File: src/rtl/cla_word_sequencer_pkg.sv
// Shared definitions for the nibble-serial carry-lookahead word sequencer.
// Holds the FSM state type, the slice width and the default slice count.
package cla_word_sequencer_pkg;

  localparam int SLICE_W         = 4;
  localparam int DEFAULT_NIBBLES = 4;

  typedef enum logic [1:0] {
    IDLE = 2'd0,
    RUN  = 2'd1,
    DONE = 2'd2
  } state_t;

endpackage

File: src/rtl/cla_word_sequencer_cla_adder.sv
// Purely combinational 4-bit carry-lookahead slice.
// Every carry is expanded from generate/propagate terms, so no carry ripples through the slice.
module cla_adder
  import cla_word_sequencer_pkg::*;
(
  input  logic [SLICE_W-1:0] a,
  input  logic [SLICE_W-1:0] b,
  input  logic               cin,
  output logic [SLICE_W-1:0] sum,
  output logic               cout
);

  logic [SLICE_W-1:0] w_g;
  logic [SLICE_W-1:0] w_p;
  logic [SLICE_W:0]   w_c;

  assign w_g = a & b;
  assign w_p = a ^ b;

  assign w_c[0] = cin;
  assign w_c[1] = w_g[0] | (w_p[0] & cin);
  assign w_c[2] = w_g[1] | (w_p[1] & w_g[0]) | (w_p[1] & w_p[0] & cin);
  assign w_c[3] = w_g[2] | (w_p[2] & w_g[1]) | (w_p[2] & w_p[1] & w_g[0])
                | (w_p[2] & w_p[1] & w_p[0] & cin);
  assign w_c[4] = w_g[3] | (w_p[3] & w_g[2]) | (w_p[3] & w_p[2] & w_g[1])
                | (w_p[3] & w_p[2] & w_p[1] & w_g[0])
                | (w_p[3] & w_p[2] & w_p[1] & w_p[0] & cin);

  assign sum  = w_p ^ w_c[SLICE_W-1:0];
  assign cout = w_c[SLICE_W];

endmodule

File: src/rtl/cla_word_sequencer.sv
// Word adder/subtractor that pushes one nibble per cycle through a single shared CLA slice,
// with a valid/ready request side and a valid/ready result side.
module cla_word_sequencer
  import cla_word_sequencer_pkg::*;
#(
  parameter int NIBBLES = DEFAULT_NIBBLES,
  parameter int W       = SLICE_W * NIBBLES
) (
  input  logic         clk,
  input  logic         rst_n,
  input  logic         in_valid,
  output logic         in_ready,
  input  logic [W-1:0] a,
  input  logic [W-1:0] b,
  input  logic         sub,
  input  logic         cin,
  output logic         out_valid,
  input  logic         out_ready,
  output logic [W-1:0] sum,
  output logic         cout,
  output logic         ovf,
  output logic         busy
);

  localparam int               CNT_W    = (NIBBLES > 1) ? $clog2(NIBBLES) : 1;
  localparam logic [CNT_W-1:0] CNT_LAST = CNT_W'(NIBBLES - 1);

  state_t             r_state;
  logic [CNT_W-1:0]   r_cnt;
  logic [W-1:0]       r_op_a;
  logic [W-1:0]       r_op_b;
  logic               r_carry;
  logic [W-1:0]       r_sum;
  logic               r_cout;
  logic               r_ovf;
  logic               r_out_valid;
  logic               r_busy;

  logic [SLICE_W-1:0] w_a_nib [NIBBLES];
  logic [SLICE_W-1:0] w_b_nib [NIBBLES];
  logic [SLICE_W-1:0] w_slice_sum;
  logic               w_slice_cout;

  genvar gi;
  generate
    for (gi = 0; gi < NIBBLES; gi++) begin : g_nib
      assign w_a_nib[gi] = r_op_a[gi*SLICE_W +: SLICE_W];
      assign w_b_nib[gi] = r_op_b[gi*SLICE_W +: SLICE_W];
    end
  endgenerate

  cla_adder u_slice (
    .a   (w_a_nib[r_cnt]),
    .b   (w_b_nib[r_cnt]),
    .cin (r_carry),
    .sum (w_slice_sum),
    .cout(w_slice_cout)
  );

  // Gated with rst_n so the block never advertises readiness while held in reset.
  assign in_ready  = rst_n & (r_state == IDLE);
  assign out_valid = r_out_valid;
  assign busy      = r_busy;
  assign sum       = r_sum;
  assign cout      = r_cout;
  assign ovf       = r_ovf;

  always_ff @(posedge clk or negedge rst_n) begin
    if (!rst_n) begin
      r_state     <= IDLE;
      r_cnt       <= '0;
      r_op_a      <= '0;
      r_op_b      <= '0;
      r_carry     <= 1'b0;
      r_sum       <= '0;
      r_cout      <= 1'b0;
      r_ovf       <= 1'b0;
      r_out_valid <= 1'b0;
      r_busy      <= 1'b0;
    end else begin
      case (r_state)
        IDLE: begin
          if (in_valid) begin
            // Subtraction is A + ~B + 1, so the caller's cin is dropped.
            r_op_a  <= a;
            r_op_b  <= sub ? ~b : b;
            r_carry <= sub ? 1'b1 : cin;
            r_cnt   <= '0;
            r_busy  <= 1'b1;
            r_state <= RUN;
          end
        end
        RUN: begin
          for (int i = 0; i < NIBBLES; i++) begin
            if (r_cnt == CNT_W'(i)) r_sum[i*SLICE_W +: SLICE_W] <= w_slice_sum;
          end
          r_carry <= w_slice_cout;
          r_cnt   <= r_cnt + 1'b1;
          if (r_cnt == CNT_LAST) begin
            r_cnt       <= '0;
            r_cout      <= w_slice_cout;
            r_ovf       <= (r_op_a[W-1] == r_op_b[W-1]) &&
                           (w_slice_sum[SLICE_W-1] != r_op_a[W-1]);
            r_busy      <= 1'b0;
            r_out_valid <= 1'b1;
            r_state     <= DONE;
          end
        end
        DONE: begin
          if (out_ready) begin
            r_out_valid <= 1'b0;
            r_state     <= IDLE;
          end
        end
        default: begin
          r_busy      <= 1'b0;
          r_out_valid <= 1'b0;
          r_state     <= IDLE;
        end
      endcase
    end
  end

endmodule

File: config.mk
export PLATFORM = sky130hd
export DESIGN_NAME = cla_word_sequencer
export DESIGN_NICKNAME = d
export VERILOG_FILES = /design/src/rtl/cla_word_sequencer_pkg.sv /design/src/rtl/cla_word_sequencer_cla_adder.sv /design/src/rtl/cla_word_sequencer.sv
export SDC_FILE = /design/constraint.sdc
export NUM_CORES = 1
export LEC_CHECK = 0
export ABC_CLOCK_PERIOD_IN_PS = 3000
export CAP_MARGIN = 0
export CORE_MARGIN = 1.5
export CORE_UTILIZATION = 46
export DETAILED_ROUTE_END_ITERATION = 6
export PLACE_DENSITY = 0.69
export SLEW_MARGIN = 10
export SYNTH_ARGS = -nofsm -noshare
export SYNTH_HDL_FRONTEND = slang
export SYNTH_HIERARCHICAL = 1
export SYNTH_SLANG_ARGS = --single-unit
File: constraint.sdc
create_clock -name clk -period 3 [get_ports clk]
set_input_delay 0.9 -clock clk [delete_from_list [all_inputs] [get_ports clk]]
set_output_delay 0.9 -clock clk [all_outputs]
set_load 0.02 [all_outputs]
==> flow_summary.rst, run 1 <==
.. list-table::
   :header-rows: 1

   * - Metric
     - Value
   * - Outcome
     - completed
   * - Delay of the slowest cell on the worst path
     - 630 ps
   * - Mapped Nets
     - 294
   * - Detailed-route via count
     - 1901
   * - Aggregate negative setup slack
     - 0 ps
   * - Number of top-level pins
     - 59
   * - Tmin final
     - 2680 ps
   * - Number of port buffers
     - 58
   * - Most common cell after layout, fill and taps aside
     - sky130_fd_sc_hd__nand2_1
   * - Top library cells by usage in the layout, fill and taps aside
     - 73 x sky130_fd_sc_hd__nand2_1, 57 x sky130_fd_sc_hd__dfrtp_1, 57 x sky130_fd_sc_hd__clkdlybuf4s50_1
   * - Residual DRC
     - 0
   * - Top fanout value on the critical path
     - 2
   * - Combined global-route utilization of all metal layers
     - between 15 and 20%
   * - Via count of the first global-routing pass
     - around 1800
   * - Clock latency reported for the late side of the worst-skew pair
     - 330 ps
   * - Number of storage elements in the synthesis netlist
     - 57
   * - Total CTS buffers
     - 9
   * - Number of hold-repair buffers added at the cts stage
     - 0
   * - Placer congestion estimate
     - between 0.7 and 0.8
   * - Cell type with the largest total area after synthesis
     - sky130_fd_sc_hd__dfrtp_1
   * - Antenna violations before repair
     - 0
   * - Buf+Inv Stages, Crit Path
     - 2
   * - Worst-path cell chain
     - buf_2, nor3b_1, clkdlybuf4s50_1
   * - Critical path's top delay family
     - buffers and inverters
   * - Width of the die
     - 81.3 um
   * - Detailed router's first-iteration violation count
     - 76
   * - PostCTS Resize Cnt
     - 0
   * - Clock-pin slew on the worst setup and hold paths
     - 60 ps
   * - Synthesized area per cell
     - 11.4 um2
   * - Highest clock rate
     - ~370 MHz
   * - Number of placed instances, taps included
     - 373
   * - Synthesized area
     - 2820 um2
   * - Nets
     - ~360
   * - VDD IR max
     - 707 uV
   * - Routed wire length
     - 5.05 mm
   * - Area of the die
     - 6610 um2
   * - Portion of the post-synthesis area used by sequential elements
     - 50.6%
   * - Final-report hold violation count
     - 0
   * - Category of the worst setup path launch point
     - primary input
   * - Per-cell via count in the routed design
     - 4.89
   * - Clock tree from TritonCTS
     - done
   * - Max_cap viols
     - 0
   * - Wire length of the first global-routing pass
     - 8.52 mm
   * - Starting density of the core
     - 47.7%
   * - Pin count of the biggest net entering global routing
     - a little under 60
   * - Critical path capture point type
     - output port
   * - Count of non-filler cells in the finished layout
     - 389
   * - Total non-filler cell area in the finished layout
     - 3670 um2
   * - Cell with the largest stage delay on the worst path
     - sky130_fd_sc_hd__clkdlybuf4s50_1
   * - Crit Path Category
     - in2out
   * - Power density relative to cell area
     - 1240 nW/um2
   * - Total setup buffers inserted after CTS
     - 0
   * - Worst path required time
     - 2100 ps
   * - Total of warnings raised by yosys
     - 6
   * - Fraction of layout instances using a drive strength above 1
     - 21.3%
   * - Number of search-and-repair iterations in the first detailed-routing pass
     - 4
   * - Count of standard-cell rows
     - 28
   * - Worst setup skew after layout
     - approximately 7.7 ps
   * - Relative area change from synthesis to final layout
     - 30.0%
   * - Number of max-slew violations in the final report
     - 0
   * - Biggest area contributors in the synthesized netlist
     - sky130_fd_sc_hd__dfrtp_1 51%, sky130_fd_sc_hd__nand2_1 9.7%, sky130_fd_sc_hd__mux2_2 6.8%
   * - DP Area
     - 3430 um2
   * - Setup repair after global routing missed its margin
     - no
   * - GRT Residual Overflow
     - 0
   * - Clk root buf
     - sky130_fd_sc_hd__clkbuf_8
   * - Antenna Diode Count
     - 0
   * - Rel. slew slack
     - approximately 53%
   * - Final period util
     - 89.2%
   * - Hold Crit Class
     - reg2reg
   * - Maximum count of clock buffers along a single path
     - 2
   * - HPWL after DPL
     - 3.56 mm
   * - Count of unique library cells instantiated by Yosys
     - 31
   * - Actual slew at the worst max-slew pin
     - 705 ps
   * - Remaining antenna violation count
     - 0
   * - Detail-routed net length per standard cell
     - 13.0 um
   * - Clk sinks
     - 57
   * - Final count of negative-setup-slack endpoints
     - 0
   * - Cells after synthesis
     - 247
   * - Core outline area
     - between 5000 and 6000 um2
   * - Static leakage
     - 1.68 nW
   * - Arrival time of data at the critical path endpoint
     - 1780 ps
   * - Clock H-tree levels
     - 3
   * - Area fraction of the dominant cell type after synthesis
     - 50.6%
   * - Die height
     - 81.3 um
-- layer usage --
metal	vias up	GRT usage, %	wire, um
met2	49	28.1	2450
met1	892	22.2	2310
met4	0	6.72	89
met5	-	0	0
met3	7	6.07	206
li1	953	-	-
-- path summary, 6_finish.rpt --
check / start / depth (start not counted) / endpoint / slack, ps
max: rst_n / 3 / in_ready / 320
min: r_op_a[4] / 2 / r_op_a[4] / 470
max reg2reg: r_cnt[0] / 8 / ovf / 340
min reg2reg: r_op_a[4] / 2 / r_op_a[4] / 470
max in group asynchronous: rst_n / 2 / r_op_a[1] / 1820
min in group asynchronous: rst_n / 2 / busy / 710
-- where the power goes --
group	total [W]	internal, W	switching (W)	leakage [nW]
clock network	0.000868	0.000569	0.000298	0.126
registers	0.00142	0.00115	0.000268	0.696
logic	0.00225	0.00113	0.00112	0.857
-- through the flow --
stage / setup slack, ps / util, % / hold slack, ps / total power, W
after floorplan: 339 / - / 439 / 0.00300
after global placement: 321 / 57.9 / 459 / 0.00364
after CTS: 315 / 62.0 / 476 / 0.00458
final: 324 / 62.0 / 469 / 0.00454
after global routing: 168 / 62.0 / 487 / 0.00491
after detailed placement: 316 / 57.9 / 462 / 0.00370
-- worst min-delay path: stages (launching register included) --
cell and delay (ps):
sky130_fd_sc_hd__dfrtp_1 340, sky130_fd_sc_hd__nand2_1 50, sky130_fd_sc_hd__nand2_1 50
-- logic make-up after synthesis --
| kind of cell | after synthesis | synth area share (%) |
|---|---|---|
| xor+xnor | 19 | 5.90 |
| simple gates | 85 | 12.8 |
| mux | 25 | 13.2 |
| flops | 57 | 50.6 |
| fa+ha+maj | 9 | 4.26 |
| compound gates | 31 | 8.38 |
| buf+inv | 21 | 4.97 |
-- cells in the mapped netlist --
cell type,count
sky130_fd_sc_hd__clkbuf_1,1
sky130_fd_sc_hd__nand3_2,1
sky130_fd_sc_hd__nand2_1,73
sky130_fd_sc_hd__a21o_1,3
sky130_fd_sc_hd__xnor2_1,18
sky130_fd_sc_hd__fa_1,1
sky130_fd_sc_hd__and2b_1,1
sky130_fd_sc_hd__mux4_2,8
sky130_fd_sc_hd__o21ai_0,4
sky130_fd_sc_hd__or3b_1,1
sky130_fd_sc_hd__mux2_2,17
sky130_fd_sc_hd__nor2_1,2
sky130_fd_sc_hd__a2bb2oi_1,1
sky130_fd_sc_hd__xor2_1,1
sky130_fd_sc_hd__nand3b_1,1
sky130_fd_sc_hd__nor3b_1,1
sky130_fd_sc_hd__and3b_1,1
sky130_fd_sc_hd__nand2b_1,1
sky130_fd_sc_hd__buf_6,7
sky130_fd_sc_hd__nor3b_2,1
sky130_fd_sc_hd__o22ai_1,1
sky130_fd_sc_hd__buf_4,1
sky130_fd_sc_hd__buf_2,4
sky130_fd_sc_hd__o31ai_1,2
sky130_fd_sc_hd__inv_1,8
sky130_fd_sc_hd__ha_1,8
sky130_fd_sc_hd__o21ai_2,16
sky130_fd_sc_hd__a21oi_1,3
sky130_fd_sc_hd__dfrtp_1,57
sky130_fd_sc_hd__nand3_1,2
sky130_fd_sc_hd__a31o_1,1
-- flip-flops by register name, summed over array words and instances, names as in the netlist --
| name | flops |
|---|---|
| busy | 1 |
| sum | 16 |
| r_op_b | 16 |
| ovf | 1 |
| out_valid | 1 |
| r_cnt | 2 |
| r_op_a | 16 |
| r_carry | 1 |
| r_state | 2 |
| cout | 1 |
-- cell type report --
| type | count | area [um2] |
|---|---|---|
| timing repair buffer | 64 | 621 |
| clock inverter | 6 | 105 |
| inverter | 8 | 30.0 |
| fill | 522 | 2250 |
| sequential | 57 | 1430 |
| multi-input combinational | 169 | 1250 |
| tap | 75 | 93.8 |
| clock buffer | 10 | 138 |
Power figures use the tool's default switching activity.
==> run 2, diff against run 1 <==
Settings changed: CORE_UTILIZATION 46 to 36, PLACE_DENSITY 0.69 to 0.56.
==> flow_summary.rst, run 2 (synthesis results as in run 1) <==
.. list-table::
   :header-rows: 1

   * - Metric
     - Value
   * - GRT Residual Overflow
     - 0
   * - Core outline area
     - approximately 7600 um2
   * - Antenna Diode Count
     - 0
   * - Flop pwr share
     - 32.7%
   * - Detail-routed net length per standard cell
     - about 13 um
   * - Clock tree from TritonCTS
     - done
   * - Fraction of layout instances using a drive strength above 1
     - 20.7%
   * - Final count of negative-setup-slack endpoints
     - 0
   * - Sw frac
     - 38.8%
   * - Clk pwr share
     - around 16%
   * - Actual slew at the worst max-slew pin
     - approximately 730 ps
   * - Antenna violations before repair
     - 0
   * - Relative area change from synthesis to final layout
     - 29.5%
   * - Tmin final
     - approximately 2700 ps
   * - Worst path required time
     - between 2000 and 2500 ps
   * - Count of non-filler cells in the finished layout
     - 416
   * - Setup repair after global routing missed its margin
     - no
   * - Area of the die
     - 8380 um2
   * - Highest clock rate
     - 373 MHz
   * - Reg-to-reg critical path startpoint
     - r_cnt[0]
   * - Clk root buf
     - sky130_fd_sc_hd__clkbuf_8
   * - Total CTS buffers
     - 9
   * - Maximum count of clock buffers along a single path
     - 2
   * - Endpoint of the worst register-to-register path
     - ovf
   * - Category of the worst setup path launch point
     - primary input
   * - Core Util, Final
     - 47.8%
   * - Final-report hold violation count
     - 0
   * - Combined global-route utilization of all metal layers
     - 14.4%
   * - Cell with the largest stage delay on the worst path
     - sky130_fd_sc_hd__clkdlybuf4s50_1
   * - Most common cell after layout, fill and taps aside
     - sky130_fd_sc_hd__nand2_1
   * - Wire length of the first global-routing pass
     - 9.15 mm
   * - VDD IR max
     - between 500 and 600 uV
   * - Crit Path Category
     - in2out
   * - Internal Power
     - between 0.002 and 0.003 W
   * - Number of search-and-repair iterations in the first detailed-routing pass
     - 4
   * - Arrival time of data at the critical path endpoint
     - about 1800 ps
   * - Static leakage
     - about 1.6 nW
   * - Critical path capture point type
     - output port
   * - Worst setup skew after layout
     - 8.04 ps
   * - Critical path's top delay family
     - buffers and inverters
   * - Number of cells on the worst hold path
     - 2
   * - Via count of the first global-routing pass
     - 1941
   * - Area of the multi-input gates
     - 1250 um2
   * - Number of top-level pins
     - 59
   * - Clock latency reported for the late side of the worst-skew pair
     - 330 ps
   * - Count of standard-cell rows
     - 32
   * - PostCTS Resize Cnt
     - 0
   * - Residual DRC
     - 0
   * - Number of hold-repair buffers added at the cts stage
     - 0
   * - Top fanout value on the critical path
     - 2
   * - Outcome
     - completed
   * - HPWL after DPL
     - 3.91 mm
   * - Clock-pin slew on the worst setup and hold paths
     - 60 ps
   * - Detailed router's first-iteration violation count
     - 88
   * - Power density relative to cell area
     - 1200 nW/um2
   * - Delay of the slowest cell on the worst path
     - 630 ps
   * - Die height
     - approximately 90 um
   * - Top library cells by usage in the layout, fill and taps aside
     - 73 x sky130_fd_sc_hd__nand2_1, 57 x sky130_fd_sc_hd__dfrtp_1, 57 x sky130_fd_sc_hd__clkdlybuf4s50_1
   * - Detailed-route via count
     - 1898
   * - Aggregate negative setup slack
     - 0 ps
   * - Max_cap viols
     - 0
   * - Final period util
     - between 80% and 90%
   * - Switching power summed over all nets
     - between 0.0015 and 0.002 W
   * - Nets
     - 356
   * - Sequential cell area
     - 1430 um2
   * - Critical hold path startpoint
     - r_op_a[11]
   * - Width of the die
     - 91.5 um
   * - Clk sinks
     - 57
   * - Per-cell via count in the routed design
     - 4.56
   * - Remaining antenna violation count
     - 0
   * - Final-layout fill cell count
     - 719
   * - Placer congestion estimate
     - about 0.75
   * - Number of max-slew violations in the final report
     - 0
   * - Clock H-tree levels
     - 3
   * - Starting density of the core
     - 36.9%
   * - Hold Crit Class
     - reg2reg
   * - Number of port buffers
     - 58
   * - Hold slack final
     - 477 ps
   * - Rel. slew slack
     - around half
   * - R2R Setup Slk
     - approximately 400 ps
   * - Buf+Inv Stages, Crit Path
     - 2
   * - Post-route total power
     - 0.00437 W
   * - Pin count of the biggest net entering global routing
     - 58
   * - Number of placed instances, taps included
     - 400
   * - Routed wire length
     - 5.44 mm
   * - Total setup buffers inserted after CTS
     - 0
   * - Worst-case hold path end point
     - r_op_a[11]
   * - Proportion of power drawn by combinational gates
     - 51.7%
   * - Number of cells traversed by the worst register-to-register path
     - 8
   * - Worst-path cell chain
     - buf_2, nor3b_1, clkdlybuf4s50_1
## run 2: cell types whose count changed in the layout (fill, tap and decap cells not counted)
cell / delta
sky130_fd_sc_hd__bufinv_16: -3
sky130_fd_sc_hd__clkbuf_8: +3
sky130_fd_sc_hd__clkinv_2: -3
sky130_fd_sc_hd__clkbuf_1: +2
sky130_fd_sc_hd__clkinvlp_4: +1
## run 2: worst register-to-register path: stages (launching register included)
cell and delay (ps):
sky130_fd_sc_hd__dfrtp_1 570, sky130_fd_sc_hd__mux4_2 560, sky130_fd_sc_hd__ha_1 350, sky130_fd_sc_hd__a21o_1 190
sky130_fd_sc_hd__a31o_1 220, sky130_fd_sc_hd__xor2_1 200, sky130_fd_sc_hd__and3b_1 200, sky130_fd_sc_hd__a21oi_1 100
sky130_fd_sc_hd__o21ai_0 80
## run 2: worst max path at each step
stage,depth (start not counted),slack [ps],startpoint,endpoint
after floorplan,9,340,r_cnt[0],ovf
final,3,320,rst_n,in_ready
after global routing,8,200,r_cnt[0],ovf
after CTS,3,320,rst_n,in_ready
after global placement,3,330,rst_n,in_ready
after detailed placement,3,320,rst_n,in_ready
## run 2: layout make-up
type                    instances  share of cell area (%)
clock buffers                  15                    5.10
multi-input cells             169                    34.3
repair buffers                 64                    17.0
inverters                       8                   0.822
well taps                     102                    3.49
flip-flops and latches         57                    39.0
clock inverters                 1                   0.205
## run 2: metal layers
metal | track usage, % | up-vias | share of wire (%)
li1 | - | 949 | -
met1 | 17.3 | 895 | 44
met2 | 23.9 | 46 | 49
met3 | 5.61 | 8 | 4.8
met4 | 4.30 | 0 | 1.4
met5 | 0 | - | 0
## run 2: power by group through the flow
stage / logic [W] / registers (W) / clock network (W)
after floorplan: 0.00152 / 0.00148 / 0
after global placement: 0.00227 / 0.00145 / 0
after detailed placement: 0.00230 / 0.00145 / 0
after CTS: 0.00231 / 0.00144 / 0.000704
after global routing: 0.00251 / 0.00148 / 0.000742
final: 0.00226 / 0.00143 / 0.000680
## run 2: stage by stage
step	setup slack (ps)	instance area, um2
detailed placement	319	3460
global route	200	3650
floorplan	339	2820
global placement	327	3460
CTS	317	3650
finish	321	3650
